File: config.mk
export PLATFORM = sky130hd
export DESIGN_NAME = mem_access_unit_flat
export DESIGN_NICKNAME = d
export VERILOG_FILES = /design/src/rtl/mem_access_unit_pkg.sv /design/src/rtl/mem_access_unit_if.sv /design/src/rtl/mem_lane_align.sv /design/src/rtl/mem_access_unit.sv /design/src/flat_wrapper.sv
export SDC_FILE = /design/constraint.sdc
export NUM_CORES = 1
export LEC_CHECK = 0
export CAP_MARGIN = 10
export CELL_PAD_IN_SITES_DETAIL_PLACEMENT = 1
export CELL_PAD_IN_SITES_GLOBAL_PLACEMENT = 1
export CORE_AREA = 2 2 113 115
export DETAILED_ROUTE_END_ITERATION = 10
export DIE_AREA = 0 0 115 117
export DONT_BUFFER_PORTS = 1
export GPL_ROUTABILITY_DRIVEN = 0
export GPL_TIMING_DRIVEN = 0
export PLACE_DENSITY = 0.75
export SLEW_MARGIN = 20
export SYNTH_ARGS = -nofsm -noshare
export SYNTH_HDL_FRONTEND = slang
export SYNTH_SLANG_ARGS = --single-unit
File: constraint.sdc
create_clock -name clk -period 2.95 [get_ports clk]
set_clock_uncertainty 0.2 [all_clocks]
set_input_delay 0.4425 -clock clk [delete_from_list [all_inputs] [get_ports clk]]
set_output_delay 0.4425 -clock clk [all_outputs]
set_load 0.01 [all_outputs]
File: src/rtl/mem_access_unit_pkg.sv
// Shared types for the MEM-stage data-memory access unit: access sizes,
// FSM states and the latched operation descriptor.
package mem_access_unit_pkg;

    localparam int unsigned DATA_W = 32;
    localparam int unsigned BE_W   = 4;
    localparam int unsigned CNT_W  = 8;

    typedef enum logic [1:0] {
        SIZE_B = 2'b00,
        SIZE_H = 2'b01,
        SIZE_W = 2'b10,
        SIZE_X = 2'b11
    } size_e;

    typedef enum logic [1:0] {
        MEMU_IDLE = 2'b00,
        MEMU_REQ  = 2'b01,
        MEMU_DONE = 2'b10
    } memu_state_e;

    typedef struct packed {
        logic       is_store;
        size_e      size;
        logic       is_unsigned;
        logic [1:0] addr_lo;
    } mem_op_t;

endpackage

File: src/rtl/mem_access_unit_if.sv
// Word-addressed req/ack data-memory port between the access unit and memory.
interface mem_access_unit_if #(
    parameter int unsigned ADDR_W = 32
);
    import mem_access_unit_pkg::*;

    logic              mem_req;
    logic              mem_we;
    logic [ADDR_W-3:0] mem_addr;
    logic [DATA_W-1:0] mem_wdata;
    logic [BE_W-1:0]   mem_be;
    logic              mem_ack;
    logic [DATA_W-1:0] mem_rdata;

    modport master (
        output mem_req, mem_we, mem_addr, mem_wdata, mem_be,
        input  mem_ack, mem_rdata
    );

    modport slave (
        input  mem_req, mem_we, mem_addr, mem_wdata, mem_be,
        output mem_ack, mem_rdata
    );

endinterface

File: src/rtl/mem_lane_align.sv
// Combinational lane logic: store byte enables and replication, load lane
// extraction with sign/zero extension, and alignment checking.
module mem_lane_align
    import mem_access_unit_pkg::*;
(
    input  size_e             size_i,
    input  logic              is_unsigned_i,
    input  logic [1:0]        addr_lo_i,
    input  logic [DATA_W-1:0] wdata_i,
    input  logic [DATA_W-1:0] rdata_i,
    output logic [BE_W-1:0]   be_c,
    output logic [DATA_W-1:0] wdata_c,
    output logic [DATA_W-1:0] load_c,
    output logic              misaligned_c
);

    logic [7:0]  byte_sel;
    logic [15:0] half_sel;

    always_comb begin
        be_c         = '0;
        wdata_c      = '0;
        load_c       = rdata_i;
        misaligned_c = 1'b0;
        byte_sel     = rdata_i[7:0];
        half_sel     = addr_lo_i[1] ? rdata_i[31:16] : rdata_i[15:0];

        unique case (addr_lo_i)
            2'd0: byte_sel = rdata_i[7:0];
            2'd1: byte_sel = rdata_i[15:8];
            2'd2: byte_sel = rdata_i[23:16];
            2'd3: byte_sel = rdata_i[31:24];
        endcase

        case (size_i)
            SIZE_B: begin
                be_c    = 4'b0001 << addr_lo_i;
                wdata_c = {4{wdata_i[7:0]}};
                load_c  = is_unsigned_i ? {24'd0, byte_sel}
                                        : {{24{byte_sel[7]}}, byte_sel};
            end
            SIZE_H: begin
                be_c         = addr_lo_i[1] ? 4'b1100 : 4'b0011;
                wdata_c      = {2{wdata_i[15:0]}};
                load_c       = is_unsigned_i ? {16'd0, half_sel}
                                             : {{16{half_sel[15]}}, half_sel};
                misaligned_c = addr_lo_i[0];
            end
            SIZE_W: begin
                be_c         = 4'b1111;
                wdata_c      = wdata_i;
                misaligned_c = (addr_lo_i != 2'b00);
            end
            default: misaligned_c = 1'b1;
        endcase
    end

endmodule

File: src/rtl/mem_access_unit.sv
// MEM-stage data-memory access unit: accepts one load/store per start strobe,
// runs it over the req/ack port with a bounded wait, and reports done/errors.
module mem_access_unit
    import mem_access_unit_pkg::*;
#(
    parameter int unsigned ADDR_W  = 32,
    parameter int unsigned TIMEOUT = 255
) (
    input  logic              clk,
    input  logic              reset,
    input  logic              start,
    input  logic              is_store,
    input  logic [1:0]        size,
    input  logic              is_unsigned,
    input  logic [ADDR_W-1:0] addr,
    input  logic [DATA_W-1:0] wdata,
    output logic              busy,
    output logic              done,
    output logic [DATA_W-1:0] load_data,
    output logic              misaligned,
    output logic              timeout,
    mem_access_unit_if.master mem
);

    memu_state_e      state_q;
    mem_op_t          op_q;
    logic [CNT_W-1:0] cnt_q;

    logic              idle_c;
    size_e             al_size_c;
    logic              al_unsigned_c;
    logic [1:0]        al_addr_lo_c;
    logic [BE_W-1:0]   be_c;
    logic [DATA_W-1:0] wdata_c;
    logic [DATA_W-1:0] load_c;
    logic              misaligned_c;

    // Lane logic sees the live request while idle and the latched op afterwards.
    always_comb begin
        idle_c        = (state_q == MEMU_IDLE);
        al_size_c     = idle_c ? size_e'(size) : op_q.size;
        al_unsigned_c = idle_c ? is_unsigned : op_q.is_unsigned;
        al_addr_lo_c  = idle_c ? addr[1:0] : op_q.addr_lo;
    end

    mem_lane_align u_lane_align (
        .size_i        (al_size_c),
        .is_unsigned_i (al_unsigned_c),
        .addr_lo_i     (al_addr_lo_c),
        .wdata_i       (wdata),
        .rdata_i       (mem.mem_rdata),
        .be_c          (be_c),
        .wdata_c       (wdata_c),
        .load_c        (load_c),
        .misaligned_c  (misaligned_c)
    );

    always_ff @(posedge clk) begin
        if (reset) begin
            state_q       <= MEMU_IDLE;
            op_q          <= '0;
            cnt_q         <= '0;
            busy          <= 1'b0;
            done          <= 1'b0;
            load_data     <= '0;
            misaligned    <= 1'b0;
            timeout       <= 1'b0;
            mem.mem_req   <= 1'b0;
            mem.mem_we    <= 1'b0;
            mem.mem_addr  <= '0;
            mem.mem_wdata <= '0;
            mem.mem_be    <= '0;
        end else begin
            done <= 1'b0;
            unique case (state_q)
                MEMU_IDLE: begin
                    if (start) begin
                        op_q       <= '{is_store: is_store, size: size_e'(size),
                                        is_unsigned: is_unsigned, addr_lo: addr[1:0]};
                        cnt_q      <= '0;
                        busy       <= 1'b1;
                        misaligned <= misaligned_c;
                        timeout    <= 1'b0;
                        if (misaligned_c) begin
                            state_q <= MEMU_DONE;
                        end else begin
                            state_q       <= MEMU_REQ;
                            mem.mem_req   <= 1'b1;
                            mem.mem_we    <= is_store;
                            mem.mem_addr  <= addr[ADDR_W-1:2];
                            mem.mem_be    <= is_store ? be_c : '0;
                            mem.mem_wdata <= is_store ? wdata_c : '0;
                        end
                    end
                end

                MEMU_REQ: begin
                    cnt_q <= cnt_q + CNT_W'(1);
                    if (mem.mem_ack) begin
                        mem.mem_req <= 1'b0;
                        mem.mem_we  <= 1'b0;
                        done        <= 1'b1;
                        state_q     <= MEMU_DONE;
                        if (!op_q.is_store) begin
                            load_data <= load_c;
                        end
                    end else if (cnt_q == CNT_W'(TIMEOUT - 1)) begin
                        mem.mem_req <= 1'b0;
                        mem.mem_we  <= 1'b0;
                        timeout     <= 1'b1;
                        done        <= 1'b1;
                        state_q     <= MEMU_DONE;
                    end
                end

                // Arrival from REQ already raised done; a misaligned op arrives
                // with done low and spends one extra cycle here to raise it.
                MEMU_DONE: begin
                    if (done) begin
                        busy    <= 1'b0;
                        state_q <= MEMU_IDLE;
                    end else begin
                        done <= 1'b1;
                    end
                end

                default: state_q <= MEMU_IDLE;
            endcase
        end
    end

endmodule

File: src/flat_wrapper.sv
// flat-port wrapper written by rule: the top's interface ports become plain ports
module mem_access_unit_flat import mem_access_unit_pkg::*;
#(
    parameter int unsigned ADDR_W  = 32,
    parameter int unsigned TIMEOUT = 255
)
  (clk, reset, start, is_store, size, is_unsigned, addr, wdata, busy, done, load_data, misaligned, timeout, mem_mem_req, mem_mem_we, mem_mem_addr, mem_mem_wdata, mem_mem_be, mem_mem_ack, mem_mem_rdata);
  mem_access_unit_if #(.ADDR_W(ADDR_W)) mem_i ();
  input  logic clk;
  input  logic reset;
  input  logic start;
  input  logic is_store;
  input  logic [1:0] size;
  input  logic is_unsigned;
  input  logic [ADDR_W-1:0] addr;
  input  logic [DATA_W-1:0] wdata;
  output logic busy;
  output logic done;
  output logic [DATA_W-1:0] load_data;
  output logic misaligned;
  output logic timeout;
  output wire logic [$bits(mem_i.mem_req)-1:0] mem_mem_req;
  output wire logic [$bits(mem_i.mem_we)-1:0] mem_mem_we;
  output wire logic [$bits(mem_i.mem_addr)-1:0] mem_mem_addr;
  output wire logic [$bits(mem_i.mem_wdata)-1:0] mem_mem_wdata;
  output wire logic [$bits(mem_i.mem_be)-1:0] mem_mem_be;
  input wire logic [$bits(mem_i.mem_ack)-1:0] mem_mem_ack;
  input wire logic [$bits(mem_i.mem_rdata)-1:0] mem_mem_rdata;
  assign mem_mem_req = mem_i.mem_req;
  assign mem_mem_we = mem_i.mem_we;
  assign mem_mem_addr = mem_i.mem_addr;
  assign mem_mem_wdata = mem_i.mem_wdata;
  assign mem_mem_be = mem_i.mem_be;
  assign mem_i.mem_ack = mem_mem_ack;
  assign mem_i.mem_rdata = mem_mem_rdata;
  mem_access_unit #(.ADDR_W(ADDR_W), .TIMEOUT(TIMEOUT)) u_core (.clk(clk), .reset(reset), .start(start), .is_store(is_store), .size(size), .is_unsigned(is_unsigned), .addr(addr), .wdata(wdata), .busy(busy), .done(done), .load_data(load_data), .misaligned(misaligned), .timeout(timeout), .mem(mem_i));
endmodule
* Yosys cells after proc, flatten, opt, wreduce, memory -nomap -nowiden *
Cells that the tools add are included.

word-level totals
  logic and storage cells = 89
  flip-flop bits (word level) = 120
  output and inout bits = 104
  input bits = 104

cells by class
  eq/ne operators = 14
  reductions and logical operators = 14
  add/subtract/negate cells = 1
  bitwise operators = 2
  shift-type cells = 1
  mux-type cells = 41

operator list
  cell                                                                   number
  32-bit 2-to-1 mux                                                      3
  32-bit case mux with 3 select lines                                    1
  32-bit case mux with 2 select lines                                    1
  8-bit case mux with 4 select lines                                     1
  16-bit 2-to-1 mux                                                      1
  8-bit case mux with 2 select lines                                     1
  1-bit 2-to-1 mux                                                       15
  2-bit 2-to-1 mux                                                       7
  4-bit case mux with 3 select lines                                     1
  3-bit AND reduction                                                    4
  1-bit case mux with 2 select lines                                     5
  8-bit by 1-bit adder with 8-bit output, second input constant          1
  2-bit equality test, second input constant                             4
  8-bit equality test, second input constant                             1
  4-bit 2-to-1 mux                                                       2
  8-bit 2-to-1 mux                                                       1
  4-bit AND reduction                                                    2
  2-bit by 1-bit equality test with 1-bit output, second input constant  3
  2-bit logical NOT                                                      3
  2-bit != test, second input constant                                   3
  2-bit case mux with 3 select lines                                     1
  2-bit nonzero test                                                     3
  2-bit by 1-bit != test with 1-bit output, second input constant        2
  2-bit AND reduction                                                    2
  other kinds (4)                                                        5

* Longest topological paths before layout *
  word-level depth = 7
  depth in mapped cells = 10
  depth with buffers taken out = 7

* Modules after synthesis *
Synthesis repeated with hierarchy kept, for this count alone.

unflattened totals
  cells, all modules = 679
  area, all modules = 5681.7 µm²

modules (own cells, without submodules)
  module           instances  sequential area each (µm²)  area an instance (µm²)  cells each
  mem_access_unit  1          2402.3                      4287.9                  477
  mem_lane_align   1          0.0                         1393.8                  202

* Least setup slack after synthesis *
Ideal clock, no wire load.

  kind = register to register
  from = register u_core.state_q[0]
  to = register u_core.load_data[21]
  slack = 659 ps
  arrival time = 1947 ps
  stages on the path, launching flop included = 10
  path through = dfxtp_1 inv_1 ha_1 buf_6 mux2_4 o311ai_1 a41oi_2 nor2_4 buf_4 a211oi_2

between the ends
  longest elaborated chain between the ends = 6
  elaborated cells between the ends (all ways) = 17

ends and longest elaborated chain
  element                                      RTL line                text
  start, declared                              mem_access_unit.sv:25   memu_state_e state_q;
  start signal, assigned                       mem_access_unit.sv:60   state_q <= MEMU_IDLE;
  start signal, assigned                       mem_access_unit.sv:85   state_q <= MEMU_DONE;
  start signal, assigned                       mem_access_unit.sv:87   state_q <= MEMU_REQ;
  2-bit logical NOT                            mem_access_unit.sv:40   idle_c = (state_q == MEMU_IDLE);
  2-bit 2-to-1 mux                             mem_access_unit.sv:43   al_addr_lo_c = idle_c ? addr[1:0] : op_q.addr_lo;
  2-bit equality test (tied with other cells)  mem_lane_align.sv:28    unique case (addr_lo_i)
  8-bit case mux with 4 select lines           mem_lane_align.sv:28
  32-bit 2-to-1 mux                            mem_lane_align.sv:39    load_c = is_unsigned_i ? {24'd0, byte_sel}
  32-bit case mux with 2 select lines          mem_lane_align.sv:35    case (size_i)
  end signal, assigned                         mem_access_unit.sv:105  load_data <= load_c;
  end, declared                                mem_access_unit.sv:19   output logic [DATA_W-1:0] load_data,

Parallel ways exist; a longest one is shown, timed or not.
A chain may end at the register's enable or synchronous reset.

* Worst setup path after layout *
  from = register u_core.state_q[1]
  to = register u_core.load_data[25]

Same word-level chain as after synthesis.

==> metrics.cfg <==
[outcome]
status = complete, no violations

[power]
p_int_w = 0.00396
clkPwrFrac_pct = 30.9
power_density_mw_per_mm2 = 956
vdd_drop_max_mv = 0.412
p_sw_share_pct = 39.3
combPwrFrac_pct = 34.8
p_sw_w = 0.00256
cellLeakagePower_nw = 2.40
seq_power_share_pct = 34.3
p_total_w = 0.00651

[placed_design]
port_buffers = 0
hpwlAfterDp_um = 13300
dpl.cell_count = 785

[logic_synthesis]
syn_inst = 635
ys.flop_type = dfxtp_1
ys_seq_elements = 120
syn_area_per_cell_um2 = 8.68
synth_seq_area_share_pct = 43.6
yosys.area.top_type_share_pct = 43.6
synth_area_leaders = dfxtp_1, nand2_1, a21oi_1
synth-async-reset-ratio_pct = 0
synth_edf_count = 0
synth.most_common_cell = nand2_1
synth_area_mm2 = 0.00551
synthTopCellsByCount = nand2_1, dfxtp_1, a21oi_1
yosysTopAreaCell = dfxtp_1
synthDistinctLibCells = 56
syn-num-nets = 744
yosysWarnings = 0

[floorplanning]
rows = 41
core_area_mm2 = 0.0123
dieArea_mm2 = 0.0135
die_h_um = 117
die_x_um = 115
pin_count = 208
start_util_pct = 44.8

[clock_network]
cts_tree = done
cts_setup_buffers = 0
cts-root-buf = clkbuf_16
clk_latency_ns = 0.42
clockBufferDepth = 2
cts.clk_slew.worst_paths_ns = 0.05
clkSinkCount = 120
cts_buffers = 17
htree_levels = 4

[timing]
worst_pin_slew_ns = 0.820
setup_violations = 0
drv_slew = 0
finalSetupTns_ns = 0
rsz0062_at_grt = no
slew_headroom_pct = 45.3
hold_viol = 0
max_freq_ghz = 0.355
fin_crit_sh_pct = 95.4
post-route-min-period_ns = 2.82

[drt]
drt_pass1_iterations = 5
vias = 5207
detail_route.wl_per_cell_um = 22.4
drcViolationCount = 0
routed_wl_um = 19500
final_antenna_net_count = 0
drtIter0Drc = 210
viasPerCell = 5.99

[grt]
grt_start_max_net_pins = 17
antenna_found_initial = 0
grt.total_usage_pct = 29.1
grt_pass1_vias = 5711
gr-total-overflow = 0
grt_first_pass_wirelength_um = 30000

[run]
max_cap_violations = 0

[setup_path]
start_kind = flip-flop
worst_ep_arrival_time_ns = 2.89
worstPathMaxFanout = 10
r2r_start = u_core.state_q[1]$_SDFFE_PP0P_
r2r_end = u_core.load_data[25]$_SDFFE_PP0P_
worst-setup-path-type = flip-flop to flip-flop
ff2ff_path_depth = 10
cp-end-kind = flip-flop
worst-endpoint-required_ns = 3.02
r2r_slack_ns = 0.13

[layout]
layout.nets = 816
drive_above_1_share_pct = 13.1
final_util_pct = 55.3
fin_cells = 870
diodes = 0
syn_to_final_growth_pct = 23.6

[hold_path]
holdPathStages = 2
whs_endpoint = u_core.mem.mem_wdata[26]$_SDFFE_PP0P_
hold_path.class = input port to flip-flop
worstHoldStart = wdata[10]

-- cells in the final DEF, fill, tap and decap left out, types with 9 or more instances in the layout --
cell type / count
nand2_1: 127
dfxtp_1: 120
a21oi_1: 74
dlygate4sd3_1: 53
nor2_1: 37
o21ai_0: 31
nand3_1: 26
clkbuf_1: 24
o2bb2ai_2: 20
a22oi_1: 17
clkbuf_16: 17
mux2i_1: 12
buf_2: 11
nor3_1: 11
a211oi_2: 10
nand2b_1: 9
-- registers in the layout, indices dropped and copies added, names as in the netlist --
| name | cells |
|---|---|
| u_core.mem.mem_req | 1 |
| u_core.done | 1 |
| u_core.busy | 1 |
| u_core.mem.mem_addr | 30 |
| u_core.timeout | 1 |
| u_core.state_q | 2 |
| u_core.mem.mem_wdata | 32 |
| u_core.mem.mem_we | 1 |
| u_core.misaligned | 1 |
| u_core.op_q | 6 |
| u_core.load_data | 32 |
| u_core.mem.mem_be | 4 |
| u_core.cnt_q | 8 |
-- worst max-delay path by stage --
stage / from / slack (ns) / endpoint / depth (start not counted)
6_report: u_core.state_q[1]$_SDFFE_PP0P_ / 0.13 / u_core.load_data[25]$_SDFFE_PP0P_ / 10
2_1_floorplan: u_core.state_q[0]$_SDFFE_PP0P_ / 0.66 / u_core.load_data[21]$_SDFFE_PP0P_ / 9
5_1_grt: u_core.state_q[1]$_SDFFE_PP0P_ / 0.001 / u_core.load_data[12]$_SDFFE_PP0P_ / 8
3_5_place_dp: u_core.state_q[0]$_SDFFE_PP0P_ / 0.17 / u_core.load_data[13]$_SDFFE_PP0P_ / 8
3_3_place_gp: u_core.state_q[1]$_SDFFE_PP0P_ / 0.30 / u_core.load_data[13]$_SDFFE_PP0P_ / 8
4_1_cts: u_core.state_q[1]$_SDFFE_PP0P_ / 0.18 / u_core.load_data[25]$_SDFFE_PP0P_ / 10
-- layout make-up --
class / instances / area (um^2)
Sequential cell: 120 / 2400
Fill cell: 1437 / 5500
Clock buffer: 25 / 515
Tap cell: 150 / 188
Buffer: 43 / 216
Multi-Input combinational cell: 466 / 2870
Clock inverter: 7 / 65.1
Timing Repair Buffer: 53 / 531
Inverter: 6 / 22.5
-- worst max-delay path, stage by stage (launching register included) --
cell and delay [ns]:
dfxtp_1 0.32, inv_1 0.10, ha_1 0.26, buf_6 0.19
buf_4 0.20, nor3_1 0.06, a21oi_1 0.64, buf_2 0.36
nand3_1 0.13, o21ai_0 0.14, a211oi_2 0.07
-- power groups by stage --
stage | sequential (W) | clock (W) | combinational, W
floorplan | 0.00218 | 0 | 0.00164
global placement | 0.00225 | 0 | 0.00205
detailed placement | 0.00226 | 0 | 0.00214
CTS | 0.00223 | 0.00204 | 0.00223
global route | 0.00226 | 0.00211 | 0.00249
finish | 0.00223 | 0.00202 | 0.00227
-- per-stage QoR --
| stage | cell area [um^2] | setup WS (ns) | hold slack [ns] |
|---|---|---|---|
| floorplan | 5510 | 0.659 | 0.236 |
| global placement | 5700 | 0.300 | 0.251 |
| detailed placement | 5700 | 0.174 | 0.259 |
| CTS | 6810 | 0.179 | 0.00233 |
| global route | 6810 | 0.00141 | 0.00868 |
| finish | 6810 | 0.134 | 0.0110 |
-- metal layers --
layer	track usage, %	up-vias	part of all wire [%]
li1	-	2426	-
met1	31.4	2527	38
met2	51.7	218	51
met3	11.2	36	9.1
met4	11.7	0	2.2
met5	0	-	0
-- repair_timing --
item / 4_1_cts / 5_1_grt
hold buffers: 53 / 0
endpoints found under the setup margin: 0 / 1
hold endpoints to repair: 53 / 0
gates resized for setup: 0 / 1
-- kinds of logic (layout without fill, tap and decap cells) --
kind of cell	count (synthesis)	count (layout)	share of synthesized area (%)
AO/OA/AOI/OAI	206	206	28.1
multiplexers	17	17	3.34
XOR/XNOR	6	6	0.953
buffers and inverters	49	134	4.33
adder cells (fa/ha/maj)	5	5	1.13
flip-flops	120	120	43.6
AND/OR/NAND/NOR	232	232	18.6
(Power assumes the default switching activity.)
